**src/rtl/rr_hold_arbiter_if.sv**
```systemverilog
// Request/grant bundle shared by the requesting masters and the round-robin arbiter.
interface rr_hold_arbiter_if #(
  parameter int N   = 4,
  parameter int IDW = 2
);
  logic [N-1:0]   req;
  logic [N-1:0]   gnt;
  logic           gnt_valid;
  logic [IDW-1:0] gnt_id;
  logic           preempt;

  // Requester side: raises requests, observes grants.
  modport master (
    output req,
    input  gnt, gnt_valid, gnt_id, preempt
  );

  // Arbiter side: samples requests, drives grants.
  modport slave (
    input  req,
    output gnt, gnt_valid, gnt_id, preempt
  );
endinterface

```
**src/rtl/rr_hold_arbiter.sv**
```systemverilog
// Round-robin arbiter for N requesters with a per-owner hold limit.
// Priority rotates from the last owner; an owner that keeps requesting is
// rotated out after MAX_HOLD consecutive grant cycles if anyone else waits.
module rr_hold_arbiter #(
  parameter int N        = 4,
  parameter int MAX_HOLD = 8,
  parameter int IDW      = 2
) (
  input logic               clk,
  input logic               rst,
  rr_hold_arbiter_if.slave  bus
);

  typedef enum logic {IDLE, GRANT} state_t;

  localparam logic [7:0] HOLD_LAST = 8'(MAX_HOLD - 1);

  state_t         state,     state_n;
  logic [N-1:0]   gnt_q,     gnt_n;
  logic [IDW-1:0] gnt_id_q,  gnt_id_n;
  logic           valid_q,   valid_n;
  logic           preempt_q, preempt_n;
  logic [7:0]     hold_cnt,  hold_n;
  logic [IDW-1:0] last_id,   last_n;

  logic [N-1:0]   cand;
  logic           found;
  logic [IDW-1:0] win;
  logic           owner_req;

  // Priority search: first candidate at or after last_id+1, wrapping N-1 -> 0.
  // The current owner is masked out, so in GRANT this only sees other requesters.
  always_comb begin
    cand  = bus.req & ~gnt_q;
    found = 1'b0;
    win   = '0;
    for (int o = 1; o <= N; o++) begin
      if (!found && cand[(int'(last_id) + o) % N]) begin
        found = 1'b1;
        win   = IDW'((int'(last_id) + o) % N);
      end
    end
  end

  assign owner_req = |(bus.req & gnt_q);

  // Next-state and next-output decision for the IDLE/GRANT machine.
  always_comb begin
    // NOTE: every variable gets a default first so no path leaves it unassigned (no latches).
    state_n   = state;
    gnt_n     = gnt_q;
    gnt_id_n  = gnt_id_q;
    valid_n   = valid_q;
    preempt_n = 1'b0;
    hold_n    = hold_cnt;
    last_n    = last_id;

    unique case (state)
      IDLE: begin
        if (found) begin
          state_n       = GRANT;
          gnt_n         = '0;
          gnt_n[win]    = 1'b1;
          gnt_id_n      = win;
          valid_n       = 1'b1;
          last_n        = win;
          hold_n        = '0;
        end
      end

      GRANT: begin
        if (!owner_req) begin
          hold_n = '0;
          if (found) begin
            // Direct handover, no idle bubble.
            gnt_n      = '0;
            gnt_n[win] = 1'b1;
            gnt_id_n   = win;
            last_n     = win;
          end else begin
            state_n = IDLE;
            gnt_n   = '0;
            valid_n = 1'b0;
          end
        end else if (hold_cnt == HOLD_LAST) begin
          hold_n = '0;
          if (found) begin
            // Hold limit reached while others wait: force rotation.
            gnt_n      = '0;
            gnt_n[win] = 1'b1;
            gnt_id_n   = win;
            last_n     = win;
            preempt_n  = 1'b1;
          end
        end else begin
          hold_n = hold_cnt + 8'd1;
        end
      end

      default: state_n = IDLE;
    endcase
  end

  // State and registered outputs; reset drops the grant immediately.
  always_ff @(posedge clk or negedge rst) begin
    if (!rst) begin
      state     <= IDLE;
      gnt_q     <= '0;
      gnt_id_q  <= '0;
      valid_q   <= 1'b0;
      preempt_q <= 1'b0;
      hold_cnt  <= '0;
      last_id   <= IDW'(N - 1);
    end else begin
      // NOTE: non-blocking so every register updates from the same pre-edge values.
      state     <= state_n;
      gnt_q     <= gnt_n;
      gnt_id_q  <= gnt_id_n;
      valid_q   <= valid_n;
      preempt_q <= preempt_n;
      hold_cnt  <= hold_n;
      last_id   <= last_n;
    end
  end

  assign bus.gnt       = gnt_q;
  assign bus.gnt_valid = valid_q;
  assign bus.gnt_id    = gnt_id_q;
  assign bus.preempt   = preempt_q;

endmodule

```
**src/flat_wrapper.sv**
```systemverilog
// flat-port wrapper written by rule: the top's interface ports become plain ports
module rr_hold_arbiter_flat 
#(
  parameter int N        = 4,
  parameter int MAX_HOLD = 8,
  parameter int IDW      = 2
)
  (clk, rst, bus_req, bus_gnt, bus_gnt_valid, bus_gnt_id, bus_preempt);
  rr_hold_arbiter_if #(.N(N), .IDW(IDW)) bus_i ();
  input logic clk;
  input logic rst;
  input wire logic [$bits(bus_i.req)-1:0] bus_req;
  output wire logic [$bits(bus_i.gnt)-1:0] bus_gnt;
  output wire logic [$bits(bus_i.gnt_valid)-1:0] bus_gnt_valid;
  output wire logic [$bits(bus_i.gnt_id)-1:0] bus_gnt_id;
  output wire logic [$bits(bus_i.preempt)-1:0] bus_preempt;
  assign bus_i.req = bus_req;
  assign bus_gnt = bus_i.gnt;
  assign bus_gnt_valid = bus_i.gnt_valid;
  assign bus_gnt_id = bus_i.gnt_id;
  assign bus_preempt = bus_i.preempt;
  rr_hold_arbiter #(.N(N), .MAX_HOLD(MAX_HOLD), .IDW(IDW)) u_core (.clk(clk), .rst(rst), .bus(bus_i));
endmodule
```
**config.mk**
```make
export PLATFORM = sky130hd
export DESIGN_NAME = rr_hold_arbiter_flat
export DESIGN_NICKNAME = d
export VERILOG_FILES = /design/src/rtl/rr_hold_arbiter_if.sv /design/src/rtl/rr_hold_arbiter.sv /design/src/flat_wrapper.sv
export SDC_FILE = /design/constraint.sdc
export NUM_CORES = 1
export LEC_CHECK = 0
export ABC_AREA = 0
export BUFFER_PORTS_ARGS = -buffer_cell sky130_fd_sc_hd__buf_2
export CORE_MARGIN = 8
export CORE_UTILIZATION = 60
export DETAILED_ROUTE_END_ITERATION = 12
export PLACE_DENSITY_LB_ADDON = 0.1
export SLEW_MARGIN = 20
export SYNTH_ARGS = -nofsm -noshare
export SYNTH_HDL_FRONTEND = slang
export SYNTH_SLANG_ARGS = --single-unit
export TNS_END_PERCENT = 50
```
**constraint.sdc**
```tcl
create_clock -name clk -period 3.05 [get_ports clk]
set_input_delay 0.61 -clock clk [delete_from_list [all_inputs] [get_ports clk]]
set_output_delay 0.61 -clock clk [all_outputs]
set_load 0.03 [all_outputs]
```
==> metrics.md, run 1 <==
| Metric | Value |
|---|---|
| Final wirelength | `2.29 mm` |
| Max transition margin | `47.6%` |
| Number of synthesis warnings | `0` |
| CP Capture Type | `flip-flop` |
| Largest cells by area after synthesis | `dfrtp_1 (39%), nand3_1 (5.5%), dfstp_2 (4.8%), nand2_1 (3.8%), inv_1 (3.1%)` |
| Syn nets | `121` |
| Die area | `3430 um^2` |
| Static leakage | `0.000529 uW` |
| RSZ-0062 raised after global routing | `false` |
| Die H | `58.5 um` |
| Worst EP required | `3.26 ns` |
| Synth Cell Area | `1090 um^2` |
| DR pass1 iterations | `4` |
| Reg2reg setup slack | `0.85 ns` |
| Postcts setup bufs | `0` |
| Fin util | `69.7%` |
| CTS tree | `built` |
| CP max FO | `13` |
| Critical Path AT | `2.41 ns` |
| CP bufs+invs | `0` |
| Clock Pin Slew Worst Setup and Hold Paths | `0.11 ns` |
| WS Path Type | `flip-flop to flip-flop` |
| Post-synth top area cell | `dfrtp_1` |
| Cell count after synthesis | `114` |
| # IOs | `14` |
| Clock latency on the worst-skew pair | `0.31 ns` |
| GRT overflow | `0` |
| Fmax achieved | `454 MHz` |
| Post-placement cell count | `148` |
| Total CTS buffers | `3` |
| Cell Count, Final, Fillers Out | `152` |
| Dpl hpwl | `1.67 mm` |
| Final Hold Vio Count | `0` |
| Post-synth ARST share | `100%` |
| Final Skew | `0.00190 ns` |
| Post-place setup slack | `0.885 ns` |
| Seq/Total Area, Yosys | `44.0%` |
| Number of remaining DRC errors | `0` |
| Vias | `915` |
| First-pass GRT wire length | `4.11 mm` |
| Clk sinks | `19` |
| CTS Hold Bufs | `0` |
| Top-count cell post-synth | `dfrtp_1` |
| Core Area | `1710 um^2` |
| Status | `completed` |
| Largest net degree at the start of global routing | `20` |
| Average wire per cell in the routed design | `15.1 um` |
| Port buffer count | `13` |
| Final antenna diode count | `0` |
| Setup TNS | `0 ns` |
| Area share of the largest cell type after synthesis | `39.2%` |
| Placed cell area | `1160 um^2` |
| Clk buf depth | `2` |
| Number of routed nets with antenna violations | `0` |
| Initial Util | `63.6%` |
| CP cell instances | `ha_1 -> nor4b_1 -> nand3_1 -> a21oi_2 -> mux2_2` |
| Top FF cell, synth | `dfrtp_1` |
| Period minus WS final | `2.20 ns` |
| Antenna violations before repair | `0` |
| Share of layout cells above drive strength 1 | `20.5%` |
| Startpoint types | `flip-flop` |
| Final worst setup slack | `0.850 ns` |
| H-tree depth | `1` |
| Total of max-cap violations | `0` |
| Final #Nets | `135` |
| GRT Util Overall | `15.2%` |
| Critical path's slowest cell | `nand3_1` |
| Num rows | `15` |
| Post-CTS Resized | `0` |
| Commonest cells in the netlist | `dfrtp_1 (17), nand3_1 (12), nand2_1 (11)` |
| Fin crit share | `72.1%` |
| Tightest Pin Transition | `0.785 ns` |
| Hold crit path type | `input pin to asynchronous set/reset pin` |
| Yosys reg bits | `19` |
| # setup viols final | `0` |
| Die extent in x | `58.5 um` |
| Synth cell types | `37` |
| Pwr dens | `901 nW/um^2` |
| Vias in the first global route | `915` |
| Crit-path leading delay family | `simple AND/OR/NAND/NOR gates` |
| Average vias per placed instance | `6.02` |
| VDD IR-drop max | `631 uV` |
| Avg Cell Area, Syn | `9.53 um^2` |
| Slew Limit Fails | `0` |
| Syn-to-layout area delta | `9.68%` |
| Placer Congestion | `0.969` |
| Number of synthesized flops with an enable pin | `0` |
| Largest stage delay on the critical path | `0.48 ns` |
| Initial DRC count | `26` |
| Design area | `1190 um^2` |
| Clock Root Buffer | `clkbuf_4` |
sequential cells by signal, indices dropped and copies added, names as in the netlist:
name and cells:
u_core.bus.preempt 1, u_core.bus.gnt_id 2, u_core.state 1, u_core.bus.gnt_valid 1
u_core.last_id 2, u_core.bus.gnt 4, u_core.hold_cnt 8
layout make-up:
class / count / area [um^2]
multi-input combinational: 81 / 552
fill: 137 / 517
sequential: 19 / 478
timing repair buffer: 13 / 65.1
inverter: 10 / 37.5
tap: 25 / 31.3
clock buffer: 3 / 22.5
clock inverter: 1 / 5.00
power breakdown:
| group | switching, uW | total [uW] | internal (uW) | leakage, uW |
|---|---|---|---|---|
| Combinational | 330 | 540 | 211 | 0.000269 |
| Sequential | 68.0 | 401 | 333 | 0.000242 |
| Clock | 82.6 | 132 | 49.0 | 0.0000177 |
| Total | 480 | 1070 | 593 | 0.000529 |
cell families after synthesis:
family	Yosys count	synth area share [%]
AND/OR/NAND/NOR	46	24.0
AO/OA/AOI/OAI	28	19.5
flip-flops	19	44.0
buffers and inverters	14	5.18
multiplexers	6	6.22
adder cells (fa/ha/maj)	1	1.15
metal layers:
layer | routed length, um | global-route usage [%] | vias up
met4 | 38 | 6.29 | 0
met2 | 1100 | 25.5 | 25
li1 | - | - | 445
met5 | 0 | 0 | -
met3 | 132 | 2.39 | 5
met1 | 1020 | 18.9 | 440
placed cells by master (no fill, tap or decap), drive strengths merged, types with 2 or more instances in the layout:
cell | Yosys | layout
a22oi | 4 | 4
clkbuf | 1 | 3
o22ai | 5 | 5
nand2 | 11 | 11
nand2b | 4 | 4
dfstp | 2 | 2
mux2 | 3 | 3
nor2b | 4 | 4
a221o | 2 | 2
mux2i | 3 | 3
dfrtp | 17 | 17
o21ai | 3 | 3
nor2 | 4 | 4
a32oi | 3 | 3
nand3 | 12 | 12
clkinv | 1 | 2
a31oi | 5 | 5
a21oi | 2 | 2
nand4 | 2 | 2
inv | 9 | 9
buf | 3 | 13
final timing paths:
check / from / to / cells after the start
worst max-delay path: u_core.hold_cnt[0] / u_core.bus.gnt_id[0] / 5
worst min-delay path: rst / u_core.hold_cnt[4] / 1
worst max register to register: u_core.hold_cnt[0] / u_core.bus.gnt_id[0] / 5
worst min register to register: u_core.bus.gnt_id[0] / u_core.bus.gnt_id[0] / 1
max in group asynchronous: rst / u_core.last_id[0] / 1
min in group clk: u_core.bus.gnt_id[0] / u_core.bus.gnt_id[0] / 1
through the flow:
stage	hold WS, ns	total power, uW
3_5_place_dp	0.499	942
5_1_grt	0.249	1150
6_report	0.210	1070
4_1_cts	0.234	1070
2_1_floorplan	0.314	816
3_3_place_gp	0.488	929
No activity file was read; power rests on OpenSTA's default activity.
==> inputs of run 2 (changes only) <==
CORE_ASPECT_RATIO = 1.4   (was unset)
CORE_UTILIZATION = 55   (was 60)
clock period = 2.1 ns   (was 3.05 ns; I/O delays follow)
==> run 2 against run 1 <==
Design area increased by 2.7%. Clock-buffer cell count unchanged. Largest cell class unchanged. Highest routed layer unchanged. Global-route usage decreased by 0.75 points. Clock skew increased by 0.0040 ns. Largest power group unchanged. Critical endpoint is now u_core.bus.gnt[3].
==> metrics.md, run 2 (synthesis results as in run 1) <==
| Metric | Value |
|---|---|
| Status | `completed` |
| H-tree depth | `1 (unchanged)` |
| Total power draw | `1580 uW (+47%)` |
| Vias | `929 (+1.5%)` |
| Initial Util | `56.4% (-7.2 points)` |
| CP max FO | `7 (-6)` |
| # setup viols final | `0 (unchanged)` |
| CTS Hold Bufs | `0 (unchanged)` |
| Leading cell type in the layout, fill and taps excluded | `dfrtp_1` |
| Static leakage | `0.000553 uW (+4.5%)` |
| Post-CTS Resized | `0 (unchanged)` |
| Final wirelength | `2.43 mm (+6.3%)` |
| Sequential cell area | `478 um^2 (unchanged)` |
| Critical path's slowest cell | `dfrtp_1` |
| Fmax achieved | `524 MHz (+15%)` |
| Slew Limit Fails | `0 (unchanged)` |
| Total CTS buffers | `3 (unchanged)` |
| Top reg by flops | `u_core.hold_cnt` |
| Fin util | `63.5% (-6.2 points)` |
| Average wire per cell in the routed design | `15.9 um (+5.6%)` |
| Most frequent cells in the layout | `dfrtp_1 (17), buf_2 (13), nand3_1 (12)` |
| Design area | `1220 um^2 (+2.7%)` |
| Placer Congestion | `0.797 (-18%)` |
| Clk buf depth | `2 (unchanged)` |
| CP cell instances | `ha_1 -> nor4b_1 -> nand3_1 -> buf_4 -> a22oi_2 -> o22ai_1` |
| CTS tree | `built` |
| Syn-to-layout area delta | `12.7%` |
| GRT Util Overall | `14.5% (-0.75 points)` |
| CP bufs+invs | `1 (+1)` |
| Number of remaining DRC errors | `0 (unchanged)` |
| Average vias per placed instance | `6.07 (+0.87%)` |
| Period minus WS final | `1.91 ns (-0.291 ns)` |
| Filler instances | `166 (+21%)` |
| Die area | `3670 um^2 (+7.1%)` |
| Core Area | `1930 um^2 (+13%)` |
| Multi-input logic area | `552 um^2 (unchanged)` |
| Final #Nets | `140 (+3.7%)` |
| Dpl hpwl | `1.90 mm (+13%)` |
| Postcts setup bufs | `0 (unchanged)` |
| Reg-to-Reg Start | `u_core.hold_cnt[0]` |
| Clock Root Buffer | `clkbuf_4` |
| Initial DRC count | `48 (+85%)` |
| Worst EP required | `2.27 ns (-0.99 ns)` |
| Antenna violations before repair | `0 (unchanged)` |
| Share of layout cells above drive strength 1 | `23.5% (+3.0 points)` |
| Final antenna diode count | `0 (unchanged)` |
| Final Skew | `0.00587 ns (+0.00397 ns)` |
| DR pass1 iterations | `4 (unchanged)` |
| VDD IR-drop max | `916 uV (+45%)` |
| Crit-path leading delay family | `simple AND/OR/NAND/NOR gates` |
| First-pass GRT wire length | `4.00 mm (-2.7%)` |
| WS Path Type | `flip-flop to flip-flop` |
| Clock Pin Slew Worst Setup and Hold Paths | `0.11 ns (about the same)` |
| Pwr dens | `1290 nW/um^2 (+43%)` |
| Largest net degree at the start of global routing | `20 (unchanged)` |
| Die extent in x | `53.6 um (-8.5%)` |
| Num rows | `19 (+4)` |
| Worst hold slack | `0.0458 ns (-0.164 ns)` |
| Number of routed nets with antenna violations | `0 (unchanged)` |
| Total of max-cap violations | `0 (unchanged)` |
| Placed cell area | `1200 um^2 (+2.8%)` |
| Reg2reg setup slack | `0.19 ns (-0.66 ns)` |
| Setup TNS | `0 ns (unchanged)` |
| Max FFs per register | `8 (unchanged)` |
| Worst setup path startpoint | `u_core.hold_cnt[0]` |
| Largest stage delay on the critical path | `0.42 ns (-0.06 ns)` |
| Vias in the first global route | `954 (+4.3%)` |
| # IOs | `14 (unchanged)` |
| Max transition margin | `68.4% (+21 points)` |
| Startpoint types | `flip-flop` |
| Clock latency on the worst-skew pair | `0.29 ns (-0.02 ns)` |
| Hold crit path type | `input pin to asynchronous set/reset pin` |
| GRT overflow | `0 (unchanged)` |
| CP Capture Type | `flip-flop` |
| RSZ-0062 raised after global routing | `false` |
| Critical Path AT | `2.08 ns (-0.33 ns)` |
| Tightest Pin Transition | `0.474 ns (-0.311 ns)` |
| Port buffer count | `13 (unchanged)` |
| Final Hold Vio Count | `0 (unchanged)` |
| Clk sinks | `19 (unchanged)` |
| Die H | `68.6 um (+17%)` |
| Fin crit share | `90.9% (+19 points)` |
run 2: path summary, 6_finish.rpt:
check	end	cells past startpoint
setup / recovery	u_core.bus.gnt[3]	6
hold / removal	u_core.hold_cnt[5]	1
setup reg to reg	u_core.bus.gnt[3]	6
hold reg to reg	u_core.bus.gnt_id[0]	1
max in group asynchronous	u_core.last_id[0]	1
min in group clk	u_core.bus.gnt_id[0]	1
run 2: report_power, final:
group	switching (uW)	leakage (uW)	internal, uW
combinational	485	0.000293	327
clock	113	0.0000177	70.8
sequential	101	0.000242	484
total	699	0.000553	882
run 2: worst reg2reg max path, cell delays in order, from the launching register on:
cell and delay [ns]:
dfrtp_1 0.42, ha_1 0.22, nor4b_1 0.23, nand3_1 0.28, buf_4 0.24, a22oi_2 0.27, o22ai_1 0.13
run 2: layout make-up:
cell class | count | share of cell area (%)
timing repair buffer | 18 | 8.38
inverter | 10 | 3.07
clock inverter | 1 | 0.409
sequential | 19 | 39.1
clock buffer | 3 | 1.84
tap | 21 | 2.15
multi-input combinational | 81 | 45.1
run 2: stage by stage:
step | cells | worst slack (ns)
finish | 153 | 0.190
CTS | 153 | 0.190
global route | 153 | 0.0295
floorplan | 114 | 0.377
detailed placement | 149 | 0.211
global placement | 149 | 0.249
run 2: layer usage:
metal / up-vias / GRT usage (%) / wire (um)
met5: - / 0 / 0
met4: 0 / 7.28 / 31
met3: 4 / 2.36 / 57
met2: 13 / 26.3 / 1320
met1: 450 / 15.6 / 1030
li1: 462 / - / -
